[src/rtl/sra_32_structural_if.sv]
// Operand/result bundle for the 32-bit arithmetic right shifter.
// SRA_LOGICAL_EN adds the logical (zero-fill) select line.
interface sra_32_structural_if;
    logic [31:0] a;
    logic [4:0]  b;
    logic [31:0] s;
    logic [31:0] s_q;
`ifdef SRA_LOGICAL_EN
    logic        logical;

    modport master (output a, output b, output logical, input s, input s_q);
    modport slave  (input a, input b, input logical, output s, output s_q);
`else
    modport master (output a, output b, input s, input s_q);
    modport slave  (input a, input b, output s, output s_q);
`endif
endinterface

[src/rtl/sra_32_structural.sv]
// Structural 5-stage logarithmic barrel shifter (SRA) with a registered result.
// Optional SRA_LOGICAL_EN selects zero fill so the same block also serves SRL.

// Gate-level 2:1 mux: y = sel ? d1 : d0
module sra_mux2_cell (
    input  logic d0,
    input  logic d1,
    input  logic sel,
    output logic y
);
    logic sel_n;
    logic term0;
    logic term1;

    assign sel_n = ~sel;
    assign term0 = d0 & sel_n;
    assign term1 = d1 & sel;
    assign y     = term0 | term1;
endmodule

module sra_32_structural (
    input  logic                  clk,
    input  logic                  rst,
    sra_32_structural_if.slave    bus
);
    localparam int WIDTH  = 32;
    localparam int STAGES = 5;

    // stage_data[0] is the operand; stage_data[k+1] is the output of stage k
    logic [WIDTH-1:0] stage_data [STAGES+1];
    logic             fill;
    logic [WIDTH-1:0] s_comb;
    logic [WIDTH-1:0] s_q_reg;
    logic [WIDTH-1:0] s_q_next;

    // Fill always comes from the original operand, never from an intermediate stage
`ifdef SRA_LOGICAL_EN
    logic logical_n;
    assign logical_n = ~bus.logical;
    assign fill      = bus.a[WIDTH-1] & logical_n;
`else
    assign fill      = bus.a[WIDTH-1];
`endif

    assign stage_data[0] = bus.a;

    genvar gk;
    genvar gi;
    generate
        for (gk = 0; gk < STAGES; gk++) begin : g_stage
            localparam int SHIFT = 1 << gk;
            for (gi = 0; gi < WIDTH; gi++) begin : g_bit
                if (gi + SHIFT <= WIDTH - 1) begin : g_pass
                    sra_mux2_cell u_mux (
                        .d0  (stage_data[gk][gi]),
                        .d1  (stage_data[gk][gi+SHIFT]),
                        .sel (bus.b[gk]),
                        .y   (stage_data[gk+1][gi])
                    );
                end else begin : g_fill
                    sra_mux2_cell u_mux (
                        .d0  (stage_data[gk][gi]),
                        .d1  (fill),
                        .sel (bus.b[gk]),
                        .y   (stage_data[gk+1][gi])
                    );
                end
            end
        end
    endgenerate

    assign s_comb   = stage_data[STAGES];
    assign s_q_next = s_comb;

    always_ff @(posedge clk) begin
        if (rst) begin
            s_q_reg <= '0;
        end else begin
            s_q_reg <= s_q_next;
        end
    end

    assign bus.s   = s_comb;
    assign bus.s_q = s_q_reg;
endmodule

[src/flat_wrapper.sv]
// flat-port wrapper written by rule: the top's interface ports become plain ports
module sra_32_structural_flat 
  (clk, rst, bus_a, bus_b, bus_s, bus_s_q);
  sra_32_structural_if bus_i ();
  input  logic clk;
  input  logic rst;
  input wire logic [$bits(bus_i.a)-1:0] bus_a;
  input wire logic [$bits(bus_i.b)-1:0] bus_b;
  output wire logic [$bits(bus_i.s)-1:0] bus_s;
  output wire logic [$bits(bus_i.s_q)-1:0] bus_s_q;
  assign bus_i.a = bus_a;
  assign bus_i.b = bus_b;
  assign bus_s = bus_i.s;
  assign bus_s_q = bus_i.s_q;
  sra_32_structural u_core (.clk(clk), .rst(rst), .bus(bus_i));
endmodule
[config.mk]
export PLATFORM = sky130hd
export DESIGN_NAME = sra_32_structural_flat
export DESIGN_NICKNAME = d
export VERILOG_FILES = /design/src/rtl/sra_32_structural_if.sv /design/src/rtl/sra_32_structural.sv /design/src/flat_wrapper.sv
export SDC_FILE = /design/constraint.sdc
export NUM_CORES = 1
export LEC_CHECK = 0
export CORE_ASPECT_RATIO = 0.75
export CORE_MARGIN = 2
export CORE_UTILIZATION = 48
export CTS_BUF_LIST = sky130_fd_sc_hd__clkbuf_8
export DETAILED_ROUTE_END_ITERATION = 10
export PLACE_DENSITY_LB_ADDON = 0.1
export SETUP_SLACK_MARGIN = 0.4
export SLEW_MARGIN = 25
export SYNTH_ARGS = -nofsm -noshare
export SYNTH_HDL_FRONTEND = slang
export SYNTH_SLANG_ARGS = --single-unit
[constraint.sdc]
create_clock -name clk -period 3.25 [get_ports clk]
set_clock_uncertainty 0.05 [all_clocks]
set_input_delay 0.4875 -clock clk [delete_from_list [all_inputs] [get_ports clk]]
set_output_delay 0.4875 -clock clk [all_outputs]
set_load 0.1 [all_outputs]
=== Word level (Yosys, flattened, before mapping) ===
Cells that the tools add are included.
W data, S select, Z words.

* Flip-flop bits (word level): 32
* Input bits: 39
* Logic and storage cells: 459

* Bitwise operators: 458

{| class="wikitable"
|+ Operators with widths
! operator !! count
|-
| $and A1 B1 Y1 || 293
|-
| $or A1 B1 Y1 || 160
|-
| $not A1 Y1 || 5
|}

=== Depth between registers and ports, before layout ===
Gate-level depths: netlist of run 1.

* Depth in word-level cells: 11
* Mapped depth: 9
* Mapped depth without buffers: 5

=== Hierarchy ===
From an unflattened synthesis of run 1, not the netlist that was laid out.

* Cell total of the unflattened synthesis: 259
* Area total of the unflattened synthesis: 3505.9 µm²

{| class="wikitable"
|+ Modules (own cells, without submodules)
! module !! instances !! cells an instance !! area an instance (µm²) !! sequential area each (µm²)
|-
| sra_mux2_cell || 160 || 1 || 15.0 || 0.0
|-
| sra_32_structural || 1 || 99 || 1103.6 || 640.6
|}

=== Least setup slack after synthesis of run 1 ===
OpenSTA, ideal clock, no wires.

* Path kind: input to output
* From: input bus_b[0]
* To: output bus_s[16]
* Arrival: 2.193 ns
* Data required time: 2.712 ns
* Slack: 0.520 ns
* Stages on the path: 9
* Buffers on the path: 4
* Cell sequence: buf_2 buf_2 and2_1 clkbuf_1 a222oi_1 o21ai_0 a21boi_0 o21ba_2 buf_4

* Longest elaborated chain between the ends: 11
* Elaborated cells on any way between the ends: 48
* Classes of those cells: 48 x bitwise

{| class="wikitable"
|+ RTL lines
! what !! RTL line !! text
|-
| start, declared || flat_wrapper.sv:8 || <nowiki>input wire logic [$bits(bus_i.b)-1:0] bus_b;</nowiki>
|-
| $not A1 Y1 || sra_32_structural.sv:15 || <nowiki>assign sel_n = ~sel;</nowiki>
|-
| $and A1 B1 Y1 || sra_32_structural.sv:16 || <nowiki>assign term0 = d0 & sel_n;</nowiki>
|-
| $or A1 B1 Y1 || sra_32_structural.sv:18 || <nowiki>assign y = term0 | term1;</nowiki>
|-
| $and A1 B1 Y1 (on tied branches) || sra_32_structural.sv:16, sra_32_structural.sv:17 ||
|-
| $or A1 B1 Y1 || sra_32_structural.sv:18 ||
|-
| $and A1 B1 Y1 (on tied branches) || sra_32_structural.sv:16, sra_32_structural.sv:17 ||
|-
| $or A1 B1 Y1 || sra_32_structural.sv:18 ||
|-
| $and A1 B1 Y1 (on tied branches) || sra_32_structural.sv:16, sra_32_structural.sv:17 ||
|-
| $or A1 B1 Y1 * || sra_32_structural.sv:18 ||
|-
| $and A1 B1 Y1 * || sra_32_structural.sv:16 ||
|-
| $or A1 B1 Y1 * || sra_32_structural.sv:18 ||
|-
| end, declared || flat_wrapper.sv:9 || <nowiki>output wire logic [$bits(bus_i.s)-1:0] bus_s;</nowiki>
|}

Mark *: on every way between the ends. The rest lies on a longest branch, timed or not.

=== Final worst setup path of run 1 ===
* From: input bus_a[28]
* To: output bus_s[7]

* Longest elaborated chain between the ends: 10

{| class="wikitable"
|+ RTL lines
! what !! RTL line !! text
|-
| start, declared || flat_wrapper.sv:7 || <nowiki>input wire logic [$bits(bus_i.a)-1:0] bus_a;</nowiki>
|-
| $and A1 B1 Y1 || sra_32_structural.sv:17 || <nowiki>assign term1 = d1 & sel;</nowiki>
|-
| $or A1 B1 Y1 || sra_32_structural.sv:18 ||
|-
| $and A1 B1 Y1 || sra_32_structural.sv:16 ||
|-
| $or A1 B1 Y1 || sra_32_structural.sv:18 ||
|-
| $and A1 B1 Y1 || sra_32_structural.sv:17 ||
|-
| $or A1 B1 Y1 || sra_32_structural.sv:18 ||
|-
| $and A1 B1 Y1 || sra_32_structural.sv:16 ||
|-
| $or A1 B1 Y1 || sra_32_structural.sv:18 ||
|-
| $and A1 B1 Y1 || sra_32_structural.sv:17 ||
|-
| $or A1 B1 Y1 || sra_32_structural.sv:18 ||
|}

Every way passes these cells.

==> results of run 1 <==
## logic make-up after synthesis
family,Yosys count,share of synthesized area [%]
AND/OR/NAND/NOR,106,16.1
flip-flops,32,21.0
buffers and inverters,68,13.9
AO/OA/AOI/OAI,87,20.0
multiplexers,66,29.0
## timing repair
action / CTS / global route
gates cloned: 2 / 0
pin swaps: 11 / 9
setup endpoints to repair: 30 / 26
hold buffers: 0 / 0
gates resized for setup: 75 / 45
buffers inserted: 20 / 12
## routing by layer
| layer | part of all wire, % | up-vias |
|---|---|---|
| met3 | 10 | 42 |
| met2 | 46 | 234 |
| li1 | - | 1528 |
| met4 | 3.0 | 0 |
| met5 | 0 | - |
| met1 | 41 | 1656 |
## power by group through the flow
stage / clock (W) / combinational [W] / sequential (W)
2_1_floorplan: 0 / 0.000707 / 0.000692
3_3_place_gp: 0 / 0.00134 / 0.000443
3_5_place_dp: 0 / 0.00134 / 0.000444
4_1_cts: 0.000422 / 0.00141 / 0.000436
5_1_grt: 0.000446 / 0.00152 / 0.000438
6_report: 0.000420 / 0.00148 / 0.000435
## through the flow
step	area, um^2	hold slack [ps]	util, %
after floorplan	3050	612	-
after global placement	4330	934	69.6
after detailed placement	4330	934	69.6
after CTS	4790	869	77.0
after global routing	5010	777	80.5
final	5010	749	80.5
## synth_stat cells (all sizes together), types with 3 or more instances
| cell type | n |
|---|---|
| mux4 | 15 |
| nand2 | 31 |
| a211oi | 6 |
| clkbuf | 14 |
| nand3 | 3 |
| mux2i | 28 |
| a22oi | 4 |
| mux2 | 23 |
| buf | 47 |
| nor2b | 14 |
| inv | 7 |
| o21ai | 14 |
| nor3 | 10 |
| o22ai | 9 |
| nand2b | 4 |
| and2 | 3 |
| a222oi | 3 |
| a21oi | 16 |
| nor2 | 35 |
| a21boi | 3 |
| a31oi | 3 |
| dfxtp | 32 |
| or2 | 3 |
## critical path: cells and delay by family
kind,cells,cell delay (ps)
mux,2,830
buf+inv,3,650
compound gates,2,340
## cell type report
type	count	area, um^2	share of cell area [%]
clock buffer	7	96.3	1.92
clock inverter	1	30.0	0.599
inverter	7	33.8	0.674
multi-input combinational	259	2220	44.3
sequential	32	641	12.8
tap	81	101	2.02
timing repair buffer	170	1890	37.7
## worst paths after layout
check       from                             to  slack (ps)
max    bus_a[28]                       bus_s[7]         400
min     bus_b[4]  u_core.bus.s_q[28]$_SDFF_PP0_         750
==> out/results.txt, run 1 <==
The flow ran to the end, and the final reports show no timing, DRC or antenna violations. The top cell type's share of synthesized area was 21.0%; the final antenna diode count was 0. Sequential cells were found to cover 21.0% of the synthesized design area.

Setup violations remaining at the end of the flow were counted as 0. Average footprint of a synthesized cell: 8.49 um^2. The worst setup path is captured at an output pin. The setup slack of the critical path after layout came out at 402 ps.

The first global-routing pass estimated 17.4 mm of wire. Summed over all nets, the half-perimeter wirelength after detailed placement is 8.20 mm. The relative slew slack was 34.1%.

DRC violation count after routing: 0. The leading cell type in the layout, fill and taps excluded is sky130_fd_sc_hd__buf_4. The share of flip-flops with an asynchronous set or reset came out at 0%. The synthesized design contains 0 enable-type register cells. The die width is 96.0 um, and the synthesis-to-layout area growth is 64.5%. Clock tree synthesis found a total of 32 sinks.

The region available for standard cell placement spans 6220 um^2. The tools report the maximum count of clock buffers along a single path as 2. Clock-pin slew was measured on the worst setup and hold paths at 70 ps.

The power density relative to cell area was 465 nW/um^2; the detailed-route via count was 3460. Required time of the worst setup path: 2710 ps. The logs give 351 MHz for the highest attainable clock frequency and 5 for the TritonCTS buffer count. The switching power came out at 0.00112 W.

The library cells used most frequently in the layout, excluding fill and tap cells, are sky130_fd_sc_hd__buf_4, sky130_fd_sc_hd__buf_12, sky130_fd_sc_hd__dfxtp_1, sky130_fd_sc_hd__nor2_1, sky130_fd_sc_hd__clkdlybuf4s50_1. The Yosys warning count is 0. Ratio of routed vias to standard cells: 6.21. The congestion estimate from routability-driven global placement came to 0.949.

The transition time at the pin with the least slew margin came out at 985 ps. The leftover overflow at the end of global routing was 0; the number of global-route vias before repair was 3224. Of all cell types, the one taking the most synthesized area is sky130_fd_sc_hd__dfxtp_1.

The placed cell count was 515; the final layout net count was 514. The tools report the initial standard-cell utilization of the core as 49.0%. The worst-path maximum fanout is 4, and the number of DRC violations after detailed-routing iteration 0 is 400. Critical path class: in -> out.

The worst path needs 2850 ps of the cycle, external delays included. For this design, the slowest cell found on the critical path is sky130_fd_sc_hd__mux4_2. For this run, global-route usage on met2 was measured as 49.2%.

For the final non-filler cell total, the log shows 557. The analysis attributes to cell leakage a power of 2.19 nW. The total of fill cells in the finished design was 406; the antenna violation net count after detailed routing was 0.

The routed wire length came out at 11.8 mm. The initialized floorplan defines 25 standard-cell rows. The share of total power in combinational logic is 63.3%, and the worst-case vdd ir drop is 0.385 mV. After detailed routing, the average wire length per cell comes to 21.2 um. Synthesis produced 359 cells. The tools report the root buffer cell as sky130_fd_sc_hd__clkbuf_8. The internal power consumption is 0.00121 W, and the final setup TNS is 0 ps. The logs give 56 for the number of library cell types mapped by synthesis and 46.9% for the routing usage on met1. After synthesis, the cell types taking the most area are sky130_fd_sc_hd__dfxtp_1, sky130_fd_sc_hd__mux4_2, sky130_fd_sc_hd__mux2i_1.

Net switching is 48.0% of the power. The top flip-flop cell by instance count after synthesis is sky130_fd_sc_hd__dfxtp_1. The number of failing hold endpoints at the final stage came out at 0.

In this design, the stage delay of the slowest critical-path cell is 540 ps. Counting every net in the synthesized netlist gives 398. The number of flip-flops in the largest register was 32. TritonCTS built the clock tree. Global routing consumed, over all layers together, 32.9% of the routing resources. The signal on the critical path passes through dlygate4sd2_1 -> mux2_4 -> buf_6 -> mux4_2 -> o21ai_2 -> o211ai_1 -> clkbuf_16.

After global routing, the most crowded layer is met2. The clock network burns 18.0% of the power. STA classifies the critical path startpoint as an input pin. The run gives 11.9 ps as the worst setup slack after placement. The final critical path takes up 87.6% of the cycle.

The area of the die is 7010 um^2. The tools report the final max-slew violation count as 0. The logs give 0 for the number of antenna violations at the first check in global routing and 8.26% for the met3 global-route usage. The vertical extent of the die was 73.0 um. The total power draw is 0.00233 W, and the port buffer count is 102. Setup repair after global routing could not meet its margin everywhere. The pin count of the biggest net entering global routing was 20. The logs give 2310 ps for the data arrival time of the critical path and 5 for the iteration count of the initial detailed-routing pass. Worst min-delay path category: in -> reg. Max-cap violations in this run came to 0. 103 I/O pins were placed. The CTS H-tree depth is 2, and the sequential group share of total power is 18.7%. In this run the cell area of the synthesized design comes to 3050 um^2. The worst hold path depth was 4; the share of layout cells above drive strength 1 was 42.9%.

Flip-flop and latch count after synthesis: 32.
Note: power is estimated with default switching activity, not from simulation.
==> run 2: changes to the inputs <==
--- a/config.mk
+++ b/config.mk
@@ -10,7 +10,7 @@
 export CORE_UTILIZATION = 48
 export CTS_BUF_LIST = sky130_fd_sc_hd__clkbuf_8
 export DETAILED_ROUTE_END_ITERATION = 10
-export PLACE_DENSITY_LB_ADDON = 0.1
+export PLACE_DENSITY = 0.84
 export SETUP_SLACK_MARGIN = 0.4
 export SLEW_MARGIN = 25
 export SYNTH_ARGS = -nofsm -noshare
==> run 2 against run 1 <==
Compared with the run above:
- worst hold slack better by 31 ps
- core utilization decreased by 0.60 points
- combinational power about the same
- maximum frequency is 1.6% lower
- first-iteration DRC count is 16% lower
- clock-buffer cell count stayed put
- largest power group unchanged
- highest routed layer unchanged
==> out/results.txt, run 2 (same netlist as run 1, synthesis figures left out) <==
The run finished with clean final reports. For the detailed placement HPWL, the log shows 8.59 mm (was 8.20 mm). The die width works out to 96.0 um (unchanged). Count of max-cap constraint violations: 0 (unchanged).

The final design instance area without fill came out at 4970 um^2 (was 5010 um^2). The hold path endpoint was u_core.bus.s_q[22]$_SDFF_PP0_ (was u_core.bus.s_q[28]$_SDFF_PP0_). For the initial standard-cell utilization of the core, the log shows 49.0% (unchanged). The port buffer count is 102 (unchanged), and the final antenna diode count is 0 (unchanged). The leakage power summed over all cells is 2.15 nW (was 2.19 nW).

The worst hold path depth works out to 4 (unchanged). Endpoint class of the critical path: an output pin (unchanged). The share of the clock period used by the worst path after layout is 89.0% (was 87.6%).

The worst min-delay path category was in -> reg (unchanged). The antenna violation net count after detailed routing was 0 (unchanged). The tools report the hold path startpoint as bus_a[31] (was bus_b[4]). The share of layout cells above drive strength 1 came out at 40.8% (was 42.9%).

Relative slew slack: 33.6% (was 34.1%). The tools report the sort of element at the start of the critical path as an input pin (unchanged). The run gives 2 (unchanged) as the CTS H-tree depth.

The total of fill cells in the finished design was 422 (was 406); the post-place instance area was 4390 um^2 (was 4330 um^2). The routed wire length was 11.5 mm (was 11.8 mm). The leading cell type in the layout, fill and taps excluded was sky130_fd_sc_hd__buf_4 (unchanged). For the area of the die, the log shows 7010 um^2 (unchanged). The transition time at the pin with the least slew margin is 993 ps (was 985 ps), and the highest attainable clock frequency is 346 MHz (was 351 MHz). The logs give 3388 (was 3460) for the detailed-route via count and 0.970 (was 0.949) for the final weighted congestion in routability-driven placement. The setup slack of the critical path after layout came out at 356 ps (was 402 ps). The vertical extent of the die is 73.0 um (unchanged). Commonest non-fill, non-tap cells in the layout: sky130_fd_sc_hd__buf_4, sky130_fd_sc_hd__buf_12, sky130_fd_sc_hd__clkdlybuf4s50_1, sky130_fd_sc_hd__dfxtp_1 (was sky130_fd_sc_hd__buf_4, sky130_fd_sc_hd__buf_12, sky130_fd_sc_hd__dfxtp_1, sky130_fd_sc_hd__nor2_1, sky130_fd_sc_hd__clkdlybuf4s50_1). The final non-filler cell total was 552 (was 557).

The detailed-route wire length per cell came out at 20.9 um (was 21.2 um). TritonCTS built the clock tree. The critical path class is in -> out (unchanged). The iteration count of the initial detailed-routing pass came out at 5 (unchanged). The TritonCTS buffer count was 5 (unchanged); the number of flip-flops in the largest register was 32 (unchanged). The area of the core came out at 6220 um^2 (unchanged). The worst-path maximum fanout is 13 (was 4).

The cts-stage hold buffer count was 0 (unchanged). The total power draw is 0.00232 W (was 0.00233 W). The logs give 509 (was 514) for the final layout net count and 522 (was 515) for the placed cell count. The clock transition time at the flip-flop clock pins of the worst setup and hold paths was 70 ps (about the same). The number of primary I/O pins is 103 (unchanged), and the power density relative to cell area is 467 nW/um^2 (was 465 nW/um^2).

The tools report the number of global-route vias before repair as 3273 (was 3224). The number of failing hold endpoints at the final stage was 0 (unchanged). The tools report the number of DRC violations after detailed-routing iteration 0 as 338 (was 400). The CTS sink count was 32 (unchanged). The tools report the worst-case vdd ir drop as 0.427 mV (was 0.385 mV).

Site row count: 25 (unchanged). The tools report the global-route wire length before repair as 17.0 mm (was 17.4 mm). The ratio of routed vias to standard cells works out to 6.14 (was 6.21). The worst setup slack after placement is 36.2 ps (was 11.9 ps).

The maximum count of clock buffers along a single path was 2 (unchanged); the synthesis-to-layout area growth was 63.2% (was 64.5%). For the data arrival time of the critical path, the log shows 2360 ps (was 2310 ps). The combined global-route utilization of all metal layers is 32.3% (was 32.9%).

The run gives 2710 ps (about the same) as the required time of the worst setup path. The final setup TNS came out at 0 ps (unchanged). The DRC violation count after routing is 0 (unchanged), and the time the worst path needs with I/O delays and setup is 2890 ps (was 2850 ps). Root buffer cell: sky130_fd_sc_hd__clkbuf_8 (unchanged). Setup repair after global routing could not meet its margin everywhere. The logs give 0 (unchanged) for the number of antenna violations at the first check in global routing and 20 (unchanged) for the pin count of the biggest net entering global routing.

For the total of endpoints with negative setup slack in the final report, the log shows 0 (unchanged). The logs give 0 (unchanged) for the leftover overflow at the end of global routing and 0 (unchanged) for the final max-slew violation count.
==> run 2: cell types whose count changed in the layout (fill, tap and decap cells not counted), moves of 3 or more <==
| cell | previous run | this run |
|---|---|---|
| sky130_fd_sc_hd__buf_6 | 5 | 9 |
| sky130_fd_sc_hd__dlygate4sd2_1 | 19 | 24 |
| sky130_fd_sc_hd__dlymetal6s2s_1 | 3 | 0 |
| sky130_fd_sc_hd__buf_4 | 67 | 58 |
| sky130_fd_sc_hd__clkdlybuf4s50_1 | 29 | 33 |
==> run 2: area by class of cell <==
| class | count | area (um^2) | share of cell area (%) |
|---|---|---|---|
| multi-input cells | 259 | 2230 | 44.8 |
| repair buffers | 165 | 1850 | 37.1 |
| flip-flops and latches | 32 | 641 | 12.9 |
| well taps | 81 | 101 | 2.04 |
| clock buffers | 7 | 96.3 | 1.94 |
| clock inverters | 1 | 30.0 | 0.604 |
| inverters | 7 | 28.8 | 0.578 |
==> run 2: worst max-delay path by stage <==
stage / to / slack, ps / cells after the start / from
floorplan: bus_s[16] / 520 / 9 / bus_b[0]
global placement: bus_s[14] / 70 / 9 / bus_b[1]
detailed placement: bus_s[16] / 40 / 8 / bus_b[0]
CTS: bus_s[12] / 400 / 7 / bus_a[21]
global route: bus_s[14] / 310 / 8 / bus_b[2]
finish: bus_s[14] / 360 / 8 / bus_b[2]
==> run 2: timing repair <==
action	CTS	global route
hold endpoints to repair	0	0
resized for setup	74	34
cloned	1	0
buffers inserted	14	7
pin swaps	7	10
setup endpoints to repair	31	25
==> run 2: metal layers <==
metal / part of all wire [%] / vias to the layer above / track usage, % / routed length, um
met2: 45 / 203 / 50.7 / 5240
met1: 43 / 1635 / 45.3 / 4960
met5: 0 / - / 0 / 0
met3: 8.9 / 30 / 8.16 / 1020
met4: 2.6 / 0 / 6.35 / 299
li1: - / 1520 / - / -
==> run 2: per-stage QoR <==
stage               utilization [%]  hold slack, ps
finish                         79.9             780
floorplan                         -             612
detailed placement             70.5             933
global route                   79.9             801
global placement               70.5             936
CTS                            76.7             771
==> run 2: where the power goes <==
| group | total, W | internal, W | switching (W) |
|---|---|---|---|
| Clock | 0.000426 | 0.000271 | 0.000156 |
| Combinational | 0.00146 | 0.000508 | 0.000952 |
| Sequential | 0.000437 | 0.000426 | 0.0000108 |
| Total | 0.00232 | 0.00121 | 0.00112 |
==> run 2: worst max-delay path, stage by stage <==
cell and delay [ps]:
sky130_fd_sc_hd__clkdlybuf4s15_1 210, sky130_fd_sc_hd__buf_6 150, sky130_fd_sc_hd__buf_6 140, sky130_fd_sc_hd__or4_1 540
sky130_fd_sc_hd__nor2_1 220, sky130_fd_sc_hd__a21oi_2 110, sky130_fd_sc_hd__a21oi_1 280, sky130_fd_sc_hd__buf_12 220
